--- src/rtl/alu_sequencer.sv ---
// alu_sequencer: multi-cycle controller around a 16-bit ALU with an internal
// 16x16 register file, a valid/ready instruction port and a persistent
// {N,Z,F,L,C} flags register.
// Optional feature macro: ALU_SEQ_IMM_EN adds the Imm/ImmSel source-operand path.
// done/err are registered out of WB, so they are high in the first cycle in
// which the committed register, Flags and result values are visible.
module alu_sequencer #(
    parameter int         NREGS         = 16,
    parameter logic [3:0] ILLEGAL_FIRST = 4'b1011
) (
    input  logic        clk,
    input  logic        reset_n,
    input  logic        instr_valid,
    output logic        instr_ready,
    input  logic [3:0]  OpCode,
    input  logic [3:0]  RdestIdx,
    input  logic [3:0]  RsrcIdx,
`ifdef ALU_SEQ_IMM_EN
    input  logic [7:0]  Imm,
    input  logic        ImmSel,
`endif
    input  logic        host_wr_en,
    input  logic [3:0]  host_wr_addr,
    input  logic [15:0] host_wr_data,
    input  logic [3:0]  dbg_addr,
    output logic [15:0] dbg_data,
    output logic        done,
    output logic        err,
    output logic [15:0] result,
    output logic [4:0]  Flags
);

    localparam logic [3:0] OP_ADD  = 4'd0;
    localparam logic [3:0] OP_SUB  = 4'd1;
    localparam logic [3:0] OP_CMP  = 4'd2;
    localparam logic [3:0] OP_AND  = 4'd3;
    localparam logic [3:0] OP_OR   = 4'd4;
    localparam logic [3:0] OP_XOR  = 4'd5;
    localparam logic [3:0] OP_NOT  = 4'd6;
    localparam logic [3:0] OP_LSH  = 4'd7;
    localparam logic [3:0] OP_RSH  = 4'd8;
    localparam logic [3:0] OP_ARSH = 4'd9;
    localparam logic [3:0] OP_MUL  = 4'd10;

    typedef enum logic [1:0] {
        S_IDLE  = 2'd0,
        S_FETCH = 2'd1,
        S_EXEC  = 2'd2,
        S_WB    = 2'd3
    } state_t;

    state_t      state_q, state_d;
    logic [15:0] regs_q [NREGS];
    logic [15:0] regs_d [NREGS];
    logic [3:0]  op_q, op_d;
    logic [3:0]  rd_q, rd_d;
    logic [3:0]  rs_q, rs_d;
`ifdef ALU_SEQ_IMM_EN
    logic [7:0]  imm_q, imm_d;
    logic        immsel_q, immsel_d;
`endif
    logic [15:0] opa_q, opa_d;
    logic [15:0] opb_q, opb_d;
    logic [15:0] alu_out_q, alu_out_d;
    logic [4:0]  alu_flags_q, alu_flags_d;
    logic [15:0] result_q, result_d;
    logic [4:0]  flags_q, flags_d;
    logic        done_q, done_d;
    logic        err_q, err_d;

    // ALU datapath: returns {N, Z, F, L, C, out}. N/Z/L compare Rdest against
    // Rsrc (signed less, equal, unsigned less); F is signed overflow and C is
    // carry for ADD or no-borrow for SUB/CMP.
    function automatic logic [20:0] alu_calc(input logic [3:0]  op,
                                             input logic [15:0] a,
                                             input logic [15:0] b);
        logic signed [15:0] sa;
        logic signed [15:0] sb;
        logic [16:0] sum;
        logic [15:0] y;
        logic n, z, f, l, c;
        sa  = a;
        sb  = b;
        sum = 17'd0;
        y   = 16'd0;
        n   = (sa < sb);
        z   = (a == b);
        l   = (a < b);
        f   = 1'b0;
        c   = 1'b0;
        case (op)
            OP_ADD: begin
                sum = {1'b0, a} + {1'b0, b};
                y   = sum[15:0];
                c   = sum[16];
                f   = (a[15] == b[15]) && (y[15] != a[15]);
            end
            OP_SUB, OP_CMP: begin
                sum = {1'b0, a} + {1'b0, ~b} + 17'd1;
                y   = sum[15:0];
                c   = sum[16];
                f   = (a[15] != b[15]) && (y[15] != a[15]);
            end
            OP_AND:  y = a & b;
            OP_OR:   y = a | b;
            OP_XOR:  y = a ^ b;
            OP_NOT:  y = ~a;
            OP_LSH:  y = {a[14:0], 1'b0};
            OP_RSH:  y = {1'b0, a[15:1]};
            OP_ARSH: y = {a[15], a[15:1]};
            OP_MUL:  y = a * b;
            default: y = 16'd0;
        endcase
        return {n, z, f, l, c, y};
    endfunction

    // Next-state, datapath and write-back decisions for the four-state sequence.
    always_comb begin
        state_d     = state_q;
        regs_d      = regs_q;
        op_d        = op_q;
        rd_d        = rd_q;
        rs_d        = rs_q;
`ifdef ALU_SEQ_IMM_EN
        imm_d       = imm_q;
        immsel_d    = immsel_q;
`endif
        opa_d       = opa_q;
        opb_d       = opb_q;
        alu_out_d   = alu_out_q;
        alu_flags_d = alu_flags_q;
        result_d    = result_q;
        flags_d     = flags_q;
        done_d      = 1'b0;
        err_d       = 1'b0;
        case (state_q)
            S_IDLE: begin
                // Host write lands first so an instruction accepted on the
                // same edge fetches the freshly written value.
                if (host_wr_en) begin
                    regs_d[host_wr_addr] = host_wr_data;
                end
                if (instr_valid) begin
                    op_d     = OpCode;
                    rd_d     = RdestIdx;
                    rs_d     = RsrcIdx;
`ifdef ALU_SEQ_IMM_EN
                    imm_d    = Imm;
                    immsel_d = ImmSel;
`endif
                    state_d  = S_FETCH;
                end
            end
            S_FETCH: begin
                opa_d = regs_q[rd_q];
                opb_d = regs_q[rs_q];
`ifdef ALU_SEQ_IMM_EN
                if (immsel_q) begin
                    opb_d = {{8{imm_q[7]}}, imm_q};
                end
`endif
                state_d = S_EXEC;
            end
            S_EXEC: begin
                {alu_flags_d, alu_out_d} = alu_calc(op_q, opa_q, opb_q);
                state_d = S_WB;
            end
            S_WB: begin
                done_d = 1'b1;
                if (op_q >= ILLEGAL_FIRST) begin
                    err_d = 1'b1;
                end else begin
                    result_d = alu_out_q;
                    if (op_q != OP_CMP) begin
                        regs_d[rd_q] = alu_out_q;
                    end
                    if (op_q == OP_ADD || op_q == OP_SUB) begin
                        flags_d = alu_flags_q;
                    end else if (op_q == OP_CMP) begin
                        // CMP refreshes N, Z, L and keeps the old F and C.
                        flags_d = {alu_flags_q[4], alu_flags_q[3], flags_q[2],
                                   alu_flags_q[1], flags_q[0]};
                    end
                end
                state_d = S_IDLE;
            end
            default: state_d = S_IDLE;
        endcase
    end

    // Architectural state: FSM, register file, flags, result and status pulses.
    always_ff @(posedge clk or negedge reset_n) begin
        if (!reset_n) begin
            state_q  <= S_IDLE;
            for (int i = 0; i < NREGS; i++) begin
                regs_q[i] <= 16'd0;
            end
            result_q <= 16'd0;
            flags_q  <= 5'd0;
            done_q   <= 1'b0;
            err_q    <= 1'b0;
        end else begin
            state_q  <= state_d;
            regs_q   <= regs_d;
            result_q <= result_d;
            flags_q  <= flags_d;
            done_q   <= done_d;
            err_q    <= err_d;
        end
    end

    // Pipeline holding registers; always written before being consumed.
    always_ff @(posedge clk) begin
        op_q        <= op_d;
        rd_q        <= rd_d;
        rs_q        <= rs_d;
`ifdef ALU_SEQ_IMM_EN
        imm_q       <= imm_d;
        immsel_q    <= immsel_d;
`endif
        opa_q       <= opa_d;
        opb_q       <= opb_d;
        alu_out_q   <= alu_out_d;
        alu_flags_q <= alu_flags_d;
    end

    assign instr_ready = (state_q == S_IDLE);
    assign dbg_data    = regs_q[dbg_addr];
    assign done        = done_q;
    assign err         = err_q;
    assign result      = result_q;
    assign Flags       = flags_q;

endmodule

--- config.mk ---
export PLATFORM = sky130hd
export DESIGN_NAME = alu_sequencer
export DESIGN_NICKNAME = d
export VERILOG_FILES = /design/src/rtl/alu_sequencer.sv
export SDC_FILE = /design/constraint.sdc
export NUM_CORES = 1
export LEC_CHECK = 0
export CORE_ASPECT_RATIO = 2
export CORE_MARGIN = 3
export CORE_UTILIZATION = 65
export DETAILED_ROUTE_END_ITERATION = 12
export PLACE_DENSITY_LB_ADDON = 0.3
export SLEW_MARGIN = 40
export SYNTH_ARGS = -nofsm -noshare
export SYNTH_HDL_FRONTEND = slang
export SYNTH_SLANG_ARGS = --single-unit
--- constraint.sdc ---
create_clock -name clk -period 15.3 [get_ports clk]
set_input_delay 4.59 -clock clk [delete_from_list [all_inputs] [get_ports clk]]
set_output_delay 4.59 -clock clk [all_outputs]
set_load 0.01 [all_outputs]
==> flow_summary.html <==
<table>
<tr><th>Metric</th><th>Value</th></tr>
<tr><th colspan="2">Run status</th></tr>
<tr><td>Result of the run</td><td>completed</td></tr>
<tr><th colspan="2">Timing</th></tr>
<tr><td>Final hold viol count</td><td>0</td></tr>
<tr><td>Endpoints failing setup</td><td>0</td></tr>
<tr><td>Fin crit share</td><td>79.68%</td></tr>
<tr><td>Final period demand of the worst path</td><td>around 12000 ps</td></tr>
<tr><td>Relative max-transition margin</td><td>between 30% and 40%</td></tr>
<tr><td>Final Skew</td><td>roughly 12 ps</td></tr>
<tr><td>Fin. max-slew vios</td><td>0</td></tr>
<tr><td>Maximum clock frequency</td><td>82.02 MHz</td></tr>
<tr><td>RSZ-0062 raised after global routing</td><td>no</td></tr>
<tr><td>Transition time at the pin with the least slew margin</td><td>945.6 ps</td></tr>
<tr><td>Fin Setup TNS</td><td>0 ps</td></tr>
<tr><th colspan="2">Clock tree</th></tr>
<tr><td>Clock network latency to the later pin of the worst-skew pair</td><td>610 ps</td></tr>
<tr><td>Library cell used as clock root buffer</td><td>sky130_fd_sc_hd__clkbuf_16</td></tr>
<tr><td>Clock transition at the registers of the reported paths</td><td>60 ps</td></tr>
<tr><td>H-tree depth</td><td>1</td></tr>
<tr><td>Clock buffer count from CTS</td><td>31</td></tr>
<tr><td>Number of gates resized after cts</td><td>0</td></tr>
<tr><td>Setup Buffers After CTS</td><td>0</td></tr>
<tr><td>Hold-fix buffer count after cts</td><td>0</td></tr>
<tr><td>Number of buffers on the longest clock path</td><td>3</td></tr>
<tr><td>Count of clock tree sinks</td><td>346</td></tr>
<tr><td>CTS tree</td><td>yes</td></tr>
<tr><th colspan="2">Critical path</th></tr>
<tr><td>Slowest cell on the critical path</td><td>sky130_fd_sc_hd__buf_4</td></tr>
<tr><td>Start-to-end type of the worst setup path</td><td>primary input to primary output</td></tr>
<tr><td>Sequence of cells on the critical path</td><td>buf_4, buf_4, mux4_2, mux4_2, clkdlybuf4s50_1</td></tr>
<tr><td>Startpoint class of the critical path</td><td>primary input</td></tr>
<tr><td>Nature of the critical path endpoint</td><td>primary output</td></tr>
<tr><td>Largest stage delay on the critical path</td><td>640 ps</td></tr>
<tr><td>Crit Path Max Fanout</td><td>36</td></tr>
<tr><td>Critical path arrival</td><td>~7600 ps</td></tr>
<tr><td>Crit path required time</td><td>10710 ps</td></tr>
<tr><th colspan="2">Final layout</th></tr>
<tr><td>Commonest non-fill, non-tap cells in the layout</td><td>sky130_fd_sc_hd__nor2_1 (325), sky130_fd_sc_hd__dfrtp_1 (281), sky130_fd_sc_hd__a21oi_1 (278), sky130_fd_sc_hd__a22oi_1 (264), sky130_fd_sc_hd__mux4_2 (240)</td></tr>
<tr><td>Net count of the finished layout</td><td>around 2700</td></tr>
<tr><td>Most common library cell in the layout ignoring fill and taps</td><td>sky130_fd_sc_hd__nor2_1</td></tr>
<tr><td>Layout cell share with drive strength beyond 1</td><td>18.38%</td></tr>
<tr><td>Area Growth Syn to Fin</td><td>10.06%</td></tr>
<tr><th colspan="2">Hold path</th></tr>
<tr><td>Hold/Removal Path Class</td><td>register to register</td></tr>
<tr><th colspan="2">Synthesis</th></tr>
<tr><td>Multiplexer area fraction after synthesis</td><td>21.33%</td></tr>
<tr><td>Synth Area in Compound Gates</td><td>17.33%</td></tr>
<tr><td>Syn_area_per_cell</td><td>between 10 and 15 sq um</td></tr>
<tr><td>Cell count after synthesis</td><td>between 2000 and 3000</td></tr>
<tr><td>Synthesized cell area</td><td>roughly 27000 sq um</td></tr>
<tr><td>Simple-gate share of the synthesized area</td><td>around a tenth</td></tr>
<tr><td>Cell taking the most area after synthesis</td><td>sky130_fd_sc_hd__dfrtp_1</td></tr>
<tr><td>Count of synthesis-stage warnings from yosys</td><td>0</td></tr>
<tr><td>Share of the synthesized area in the top cell type</td><td>26.26%</td></tr>
<tr><td>Top_reg_cell synth</td><td>sky130_fd_sc_hd__dfrtp_1</td></tr>
<tr><td>Combinational family with the most area after synthesis</td><td>multiplexers</td></tr>
<tr><td>Xor-xnor portion of the synthesized cell area</td><td>1.472%</td></tr>
<tr><td>Post-synthesis share of cell area spent on full adders, half adders and majority gates</td><td>~11%</td></tr>
<tr><td>Post-synthesis net count</td><td>2782</td></tr>
<tr><td>Number of synthesized flops with an enable pin</td><td>65</td></tr>
<tr><td>Top cells by area in the synthesized netlist</td><td>sky130_fd_sc_hd__dfrtp_1 (26%), sky130_fd_sc_hd__mux4_2 (20%), sky130_fd_sc_hd__a22oi_1 (7.4%)</td></tr>
<tr><td>Flops &amp; latches, synth</td><td>about 350</td></tr>
<tr><td>Netlist cell types</td><td>68</td></tr>
<tr><td>Sequential area share after synthesis</td><td>33.55%</td></tr>
<tr><td>Async set-reset flop share out of synthesis</td><td>81.21%</td></tr>
<tr><th colspan="2">Global route</th></tr>
<tr><td>Pin count of the biggest net entering global routing</td><td>~150</td></tr>
<tr><td>Number of antenna violations at the first check in global routing</td><td>5</td></tr>
<tr><td>Total congestion overflow</td><td>0</td></tr>
<tr><td>Global-route wire length before repair</td><td>154400 um</td></tr>
<tr><td>Vias in the first global route</td><td>24610</td></tr>
<tr><td>Total track usage</td><td>48.55%</td></tr>
<tr><th colspan="2">Detailed routing</th></tr>
<tr><td>Post-detailed-route count of antenna-violating nets</td><td>0</td></tr>
<tr><td>Average routed wire per standard cell</td><td>34.34 um</td></tr>
<tr><td>Number of vias per cell</td><td>7.793</td></tr>
<tr><td>Iteration count of the initial detailed-routing pass</td><td>6</td></tr>
<tr><td>Total routed wirelength</td><td>between 100000 and 150000 um</td></tr>
<tr><td>DRC violation total after the first TritonRoute iteration</td><td>2957</td></tr>
<tr><td>Post-route DRC violation count</td><td>0</td></tr>
<tr><td>Vias after detailed routing</td><td>23880</td></tr>
<tr><th colspan="2">Placed design</th></tr>
<tr><td>Input/output buffers</td><td>79</td></tr>
<tr><td>Detail Placement HPWL</td><td>70570 um</td></tr>
<tr><td>Placer Congestion</td><td>around 1</td></tr>
<tr><th colspan="2">Floorplanning</th></tr>
<tr><td>Overall die height</td><td>293.0 um</td></tr>
<tr><td>Boundary pin count</td><td>80</td></tr>
<tr><td>Horizontal die dimension</td><td>~150 um</td></tr>
<tr><td>Core area</td><td>between 40000 and 50000 sq um</td></tr>
<tr><td>Row count</td><td>104</td></tr>
<tr><td>Initial Util</td><td>between 60% and 70%</td></tr>
<tr><td>Die footprint</td><td>approximately 44000 sq um</td></tr>
<tr><th colspan="2">Job</th></tr>
<tr><td>Max-capacitance violation count</td><td>0</td></tr>
</table>
cells by family (layout without fill, tap and decap cells):
family          Yosys count  in the layout
compound gates          718            718
simple gates            607            607
buf+inv                 392            363
flops                   346            346
mux                     268            268
fa+ha+maj               183            183
xor+xnor                 45             45
other cells               0              4
state kept, by name (all words and copies together) (netlist names), 5 cells and up:
signal       count
regs_q         256
alu_out_q       16
opa_q           16
opb_q           16
result          16
Flags            5
alu_flags_q      5
area by class of cell:
cell class                 instances  area, sq um
antenna                            4        10.01
clock buffer                      41        843.3
clock inverter                    15        192.7
fill                            2736        11000
inverter                         148        555.5
multi-input combinational       1821        16510
sequential                       346         8984
tap                              530        663.1
timing repair buffer             159         1713
stage by stage:
stage	setup WS, ps	instances	utilization, %	area [sq um]	hold WS (ps)
global placement	3234	2982	68.90	27880	477.3
detailed placement	3161	3002	70.10	28370	480.3
finish	3108	3064	72.83	29470	490.6
CTS	3159	3058	72.66	29400	494.9
floorplan	4406	2559	-	26780	453.8
global route	2940	3060	72.80	29460	517.4
worst max-delay path: cells and delay by family:
kind | cells | cell delay (ps)
buf+inv | 3 | 1740
mux | 2 | 1200
synthesized netlist by cell type, types with 5 or more instances:
library cell,n
sky130_fd_sc_hd__a211oi_1,7
sky130_fd_sc_hd__a21o_1,7
sky130_fd_sc_hd__a21oi_1,279
sky130_fd_sc_hd__a221o_1,7
sky130_fd_sc_hd__a221oi_1,12
sky130_fd_sc_hd__a22oi_1,264
sky130_fd_sc_hd__a31oi_1,6
sky130_fd_sc_hd__and2_1,18
sky130_fd_sc_hd__buf_1,11
sky130_fd_sc_hd__buf_2,73
sky130_fd_sc_hd__clkbuf_1,158
sky130_fd_sc_hd__dfrtp_1,281
sky130_fd_sc_hd__edfxtp_1,65
sky130_fd_sc_hd__fa_1,82
sky130_fd_sc_hd__ha_1,101
sky130_fd_sc_hd__inv_1,144
sky130_fd_sc_hd__mux2_2,21
sky130_fd_sc_hd__mux2i_1,7
sky130_fd_sc_hd__mux4_2,240
sky130_fd_sc_hd__nand2_1,145
sky130_fd_sc_hd__nand2b_1,13
sky130_fd_sc_hd__nand3_1,5
sky130_fd_sc_hd__nor2_1,347
sky130_fd_sc_hd__nor2b_1,21
sky130_fd_sc_hd__nor3_1,35
sky130_fd_sc_hd__o211ai_1,9
sky130_fd_sc_hd__o21a_1,5
sky130_fd_sc_hd__o21ai_0,51
sky130_fd_sc_hd__o21bai_1,11
sky130_fd_sc_hd__o221ai_1,7
sky130_fd_sc_hd__o22ai_1,13
sky130_fd_sc_hd__xnor2_1,34
sky130_fd_sc_hd__xor2_1,11
per-layer routing:
| layer | vias to the layer above | track usage, % | wire (um) |
|---|---|---|---|
| li1 | 9347 | - | - |
| met1 | 11490 | 51.12 | 28360 |
| met2 | 2214 | 75.25 | 49020 |
| met3 | 827 | 14.74 | 13580 |
| met4 | 2 | 47.81 | 14250 |
| met5 | - | 0 | 11 |
path summary, 6_finish.rpt:
path,startpoint,end,slack (ps),cells past startpoint
min in group asynchronous,reset_n,regs_q[209]$_DFFE_PN0P_,3930,1
setup reg to reg,opb_q[2]$_DFFE_PN_,alu_out_q[10]$_SDFFCE_PN0P_,7940,19
hold / removal,alu_flags_q[4]$_DFFE_PP_,Flags[4]$_DFFE_PN0P_,490,1
max in group asynchronous,reset_n,result[11]$_DFFE_PN0P_,10130,3
setup / recovery,dbg_addr[0],dbg_data[7],3110,5
hold reg to reg,alu_flags_q[4]$_DFFE_PP_,Flags[4]$_DFFE_PN0P_,490,1
Power is left out: the tool's default activity adds up to more than one toggle a clock period on the data nets, which glitch-free logic cannot reach.
==> edit 1, RTL diff (config.mk and constraints unchanged) <==
Change the parameter `NREGS` from 16 to 32.
--- a/src/rtl/alu_sequencer.sv
+++ b/src/rtl/alu_sequencer.sv
@@ -6,5 +6,5 @@
 // which the committed register, Flags and result values are visible.
 module alu_sequencer #(
-    parameter int         NREGS         = 16,
+    parameter int         NREGS         = 32,
     parameter logic [3:0] ILLEGAL_FIRST = 4'b1011
 ) (
Check against the original RTL: not settled (the Yosys comparison gave no result); the edit may change what the design does.
==> edit 1 against the original RTL <==
  * Non-clock buffer count fell by 8
  * Area after synthesis fell by 0.47%
  * Maximum frequency grew 0.90%
  * Routed wire length down 2.9%
  * Sequential cell count is the same
  * Worst setup slack better by 0.11 ns
  * Global-route usage fell by 0.92 points
  * Final area shrank 1.7%
  * Die area decreased by 0.45%
  * Critical endpoint is now dbg_data[11]
Power is left out: the tool's default activity adds up to more than one toggle a clock period on the data nets, which glitch-free logic cannot reach.
==> edit 1: results (changes against the original RTL) <==
| Metric | Value |
|---|---|
| Vias in the first global route | `24598 (was 24605)` |
| NonClk Buf Share | `4.65% (was 5.81%)` |
| GRT Overall Usage | `47.6% (was 48.5%)` |
| Synth Area in Compound Gates | `20.4% (was 17.3%)` |
| First-pass GRT wire length | `152000 µm (was 154000 µm)` |
| Post-DR vias/cell | `8.13 (was 7.79)` |
| Met2 WL | `47400 µm (was 49000 µm)` |
| Clk_lat worst skew | `0.56 ns (was 0.61 ns)` |
| Post-Synth Adder-Cell Area | `10.9% (was 10.8%)` |
| Clock network area share | `3.99% (was 3.52%)` |
| Met3 WL | `12000 µm (was 13600 µm)` |
| Top Metal Used | `met5 (unchanged)` |
| CTS H-tree lvls | `2 (was 1)` |
| Final net count | `2519 (was 2730)` |
| Register area share after synthesis | `33.7% (was 33.5%)` |
| Largest net degree at the start of global routing | `78 (was 151)` |
| Initial DRC Count | `2793 (was 2957)` |
| Synth Area in XOR/XNOR | `1.61% (was 1.47%)` |
| Antenna violations before repair | `4 (was 5)` |
| Synth Net Count | `2561 (was 2782)` |
| Met2 usage | `73.6% (was 75.3%)` |
| Buffers excl. clock | `151 (was 159)` |
| Antenna cells | `1 (was 4)` |
| CTS Buf Count | `34 (was 31)` |
| Placed Area | `27800 µm² (was 28400 µm²)` |
| GP Congestion | `1.05 (was 1.01)` |
| Core area | `40300 µm² (was 40500 µm²)` |
| Multi-input logic portion of the cell area | `56.1% (was 56.0%)` |
| Layout area overhead | `8.71% (was 10.1%)` |
| Multi-input gate count | `1616 (was 1821)` |
| Status | `completed (unchanged)` |
| Filler instances | `2830 (was 2736)` |
| Max incr delay on CP | `0.69 ns (was 0.64 ns)` |
| Setup Skew | `0.0276 ns (was 0.0121 ns)` |
| Mux share of post-synthesis cell area | `21.3% (about the same)` |
| Clk_buf instances | `51 (was 41)` |
| Drt drc | `0 (unchanged)` |
| Post-DP HPWL | `68400 µm (was 70600 µm)` |
| Area contributors post-synth | `dfrtp_1 (26%), mux4_2 (20%), o221ai_1 (8.1%) (was dfrtp_1 (26%), mux4_2 (20%), a22oi_1 (7.4%))` |
| Most instantiated cells after synthesis | `dfrtp_1 (281), o221ai_1 (246), o21a_1 (242) (was nor2_1 (347), dfrtp_1 (281), a21oi_1 (279))` |
| Met1 WL | `28400 µm (about the same)` |
| Inverters | `147 (was 148)` |
| Flops & latches, synth | `346 (unchanged)` |
| Pre-Repair DR Iteration Count | `6 (unchanged)` |
| Cell variety after synth | `70 (was 68)` |
| Fraction of layout cells with a size suffix above 1 | `18.8% (was 18.4%)` |
| Grt met1 use | `49.4% (was 51.1%)` |
| Drt wl/cell | `35.8 µm (was 34.3 µm)` |
| Relative slew slack | `39.1% (was 37.0%)` |
| Met3 Track Usage GR | `14.1% (was 14.7%)` |
[edit 1: changes by cell type in the layout (fill, tap and decap cells not counted), sizes merged, moves of 47 or more]
cell and change:
a22oi -245, a21oi -232, nand2 +47, nor2 -204, o21a +237, o221ai +239
[edit 1: path summary, 6_finish.rpt]
check,depth (start not counted),slack (ns),from,to
worst max-delay path,5,3.22,dbg_addr[0],dbg_data[11]
worst min-delay path,1,0.49,alu_flags_q[3],Flags[3]
worst max register to register,19,7.77,opb_q[1],alu_out_q[15]
worst min register to register,1,0.49,alu_flags_q[3],Flags[3]
max in group asynchronous,3,9.48,reset_n,Flags[3]
min in group asynchronous,1,3.97,reset_n,result[12]
[edit 1: per-stage QoR]
step / cells / setup WS [ns]
floorplan: 2338 / 4.31
finish: 2852 / 3.22
global placement: 2789 / 3.25
global route: 2852 / 3.03
CTS: 2850 / 3.16
detailed placement: 2789 / 3.17
==> edit 2, RTL diff (same flow settings) <==
Without the edit above. Take the reset off `result_q` and load it in a clocked block of its own.
--- a/src/rtl/alu_sequencer.sv
+++ b/src/rtl/alu_sequencer.sv
@@ -196,5 +196,4 @@
                 regs_q[i] <= 16'd0;
             end
-            result_q <= 16'd0;
             flags_q  <= 5'd0;
             done_q   <= 1'b0;
@@ -203,9 +202,12 @@
             state_q  <= state_d;
             regs_q   <= regs_d;
-            result_q <= result_d;
             flags_q  <= flags_d;
             done_q   <= done_d;
             err_q    <= err_d;
         end
+    end
+
+    always_ff @(posedge clk) begin
+        result_q <= result_d;
     end
 
Function: not settled (the Yosys comparison gave no result); the edit may change what the design does.
==> edit 2 against the original RTL <==
  * Sequential cell count unchanged
  * Critical path depth unchanged
  * Final area is 0.15% higher
  * Worst setup slack gained 0.041 ns
  * Global-route usage increased by 0.20 points
  * Die area about the same
  * Clock skew grew 0.014 ns
  * Core utilization grew 0.11 points
  * Area after synthesis about the same
  * Non-clock buffer count rose by 7
  * Routed wire length fell by 0.77%
  * Largest cell class unchanged
  * Highest routed layer is now met4
Power is not shown: default switching activity piles up to over one toggle a cycle in this logic, so the estimate is an artifact.
==> edit 2: results (changes against the original RTL) <==
| Metric | Value |
|---|---|
| Status | `completed (unchanged)` |
| Final net count | `2732 (was 2730)` |
| Critical path fanouts, max | `33 (was 36)` |
| Placed Area | `28200 µm² (was 28400 µm²)` |
| Min-delay src | `alu_flags_q[1] (was alu_flags_q[4])` |
| Clock network area share | `4.14% (was 3.52%)` |
| DP Cell Count | `2998 (was 3002)` |
| Synth Net Count | `2772 (was 2782)` |
| Syn_area_per_cell | `10.5 µm² (about the same)` |
| CTS H-tree lvls | `2 (was 1)` |
| Slew @ Worst Pin | `0.951 ns (was 0.946 ns)` |
| Multi-input gate count | `1814 (was 1821)` |
| Post-Route Utilization | `72.9% (was 72.8%)` |
| Synth Area in Compound Gates | `17.2% (was 17.3%)` |
| Reg2reg end | `alu_out_q[15] (was alu_out_q[10])` |
| Antenna violations before repair | `0 (was 5)` |
| Seq_cells | `346 (unchanged)` |
| Antenna cells | `1 (was 4)` |
| Async SR Flop Fraction | `76.6% (was 81.2%)` |
| Post-synth EDFFs | `81 (was 65)` |
| First-pass GRT wire length | `155000 µm (was 154000 µm)` |
| Largest net degree at the start of global routing | `110 (was 151)` |
| Fraction of layout cells with a size suffix above 1 | `18.2% (was 18.4%)` |
| Filler instances | `2757 (was 2736)` |
| Drt total wl | `104000 µm (was 105000 µm)` |
| Sequential share of cell area | `30.7% (was 30.5%)` |
| Inverters | `147 (was 148)` |
| Die X | `149 µm (was 150 µm)` |
| WHS Endpoint | `Flags[1] (was Flags[4])` |
| Initial DRC Count | `3147 (was 2957)` |
| Vias in the first global route | `25426 (was 24605)` |
| Setup Skew | `0.0257 ns (was 0.0121 ns)` |
| Mux share of post-synthesis cell area | `20.8% (was 21.3%)` |
| Fin cells | `3065 (was 3064)` |
| Clk_buf instances | `43 (was 41)` |
| Pre-Repair DR Iteration Count | `8 (was 6)` |
| GRT Overall Usage | `48.8% (was 48.5%)` |
| Crit path DAT | `7.56 ns (was 7.60 ns)` |
| Cell variety after synth | `77 (was 68)` |
| Multi-input logic area | `16400 µm² (was 16500 µm²)` |
| GP Congestion | `1.04 (was 1.01)` |
| Post-Synth Adder-Cell Area | `10.9% (was 10.8%)` |
| Buffers excl. clock | `166 (was 159)` |
| NonClk Buf Share | `5.60% (was 5.81%)` |
| CTS Buf Count | `34 (was 31)` |
| Clk_lat worst skew | `0.56 ns (was 0.61 ns)` |
edit 2: changes by cell type after synthesis, sizes merged, moves of 4 or more:
cell	unedited run	this run
dfrtp	281	265
edfxtp	65	81
mux2	21	6
a21oi	279	287
a221oi	12	18
o21bai	11	5
clkbuf	158	153
buf	85	89
nand4	0	4
nor3b	1	5
edit 2: through the flow:
step           hold slack [ns]  worst slack (ns)
5_1_grt                  0.495              2.99
3_3_place_gp             0.470              3.22
6_report                 0.492              3.15
2_1_floorplan            0.443              4.41
4_1_cts                  0.497              3.13
3_5_place_dp             0.481              3.13
edit 2: worst max-delay path, stage by stage:
cell	delay, ns
buf_4	0.53
buf_4	0.67
mux4_2	0.60
mux4_2	0.59
clkdlybuf4s50_1	0.52
edit 2: cell families after synthesis:
kind of cell             count (synthesis)
AO/OA/AOI/OAI                          712
buffers and inverters                  389
XOR/XNOR                                41
flip-flops                             346
multiplexers                           255
AND/OR/NAND/NOR                        623
adder cells (fa/ha/maj)                183
edit 2: how the worst max path moves through the flow:
stage / start / to / slack [ns] / depth (start not counted)
after CTS: dbg_addr[0] / dbg_data[10] / 3.13 / 5
after detailed placement: dbg_addr[0] / dbg_data[10] / 3.13 / 5
final: dbg_addr[0] / dbg_data[10] / 3.15 / 5
after global placement: dbg_addr[0] / dbg_data[10] / 3.22 / 5
after global routing: dbg_addr[0] / dbg_data[10] / 2.99 / 5
after floorplan: dbg_addr[0] / dbg_data[0] / 4.41 / 4
edit 2: routing by layer:
layer	global-route usage [%]	routed length (µm)	vias to the layer above
met5	0	0	-
met1	49.6	27900	11481
met2	74.0	48200	2252
li1	-	-	9370
met4	50.4	14600	0
met3	17.8	13800	958
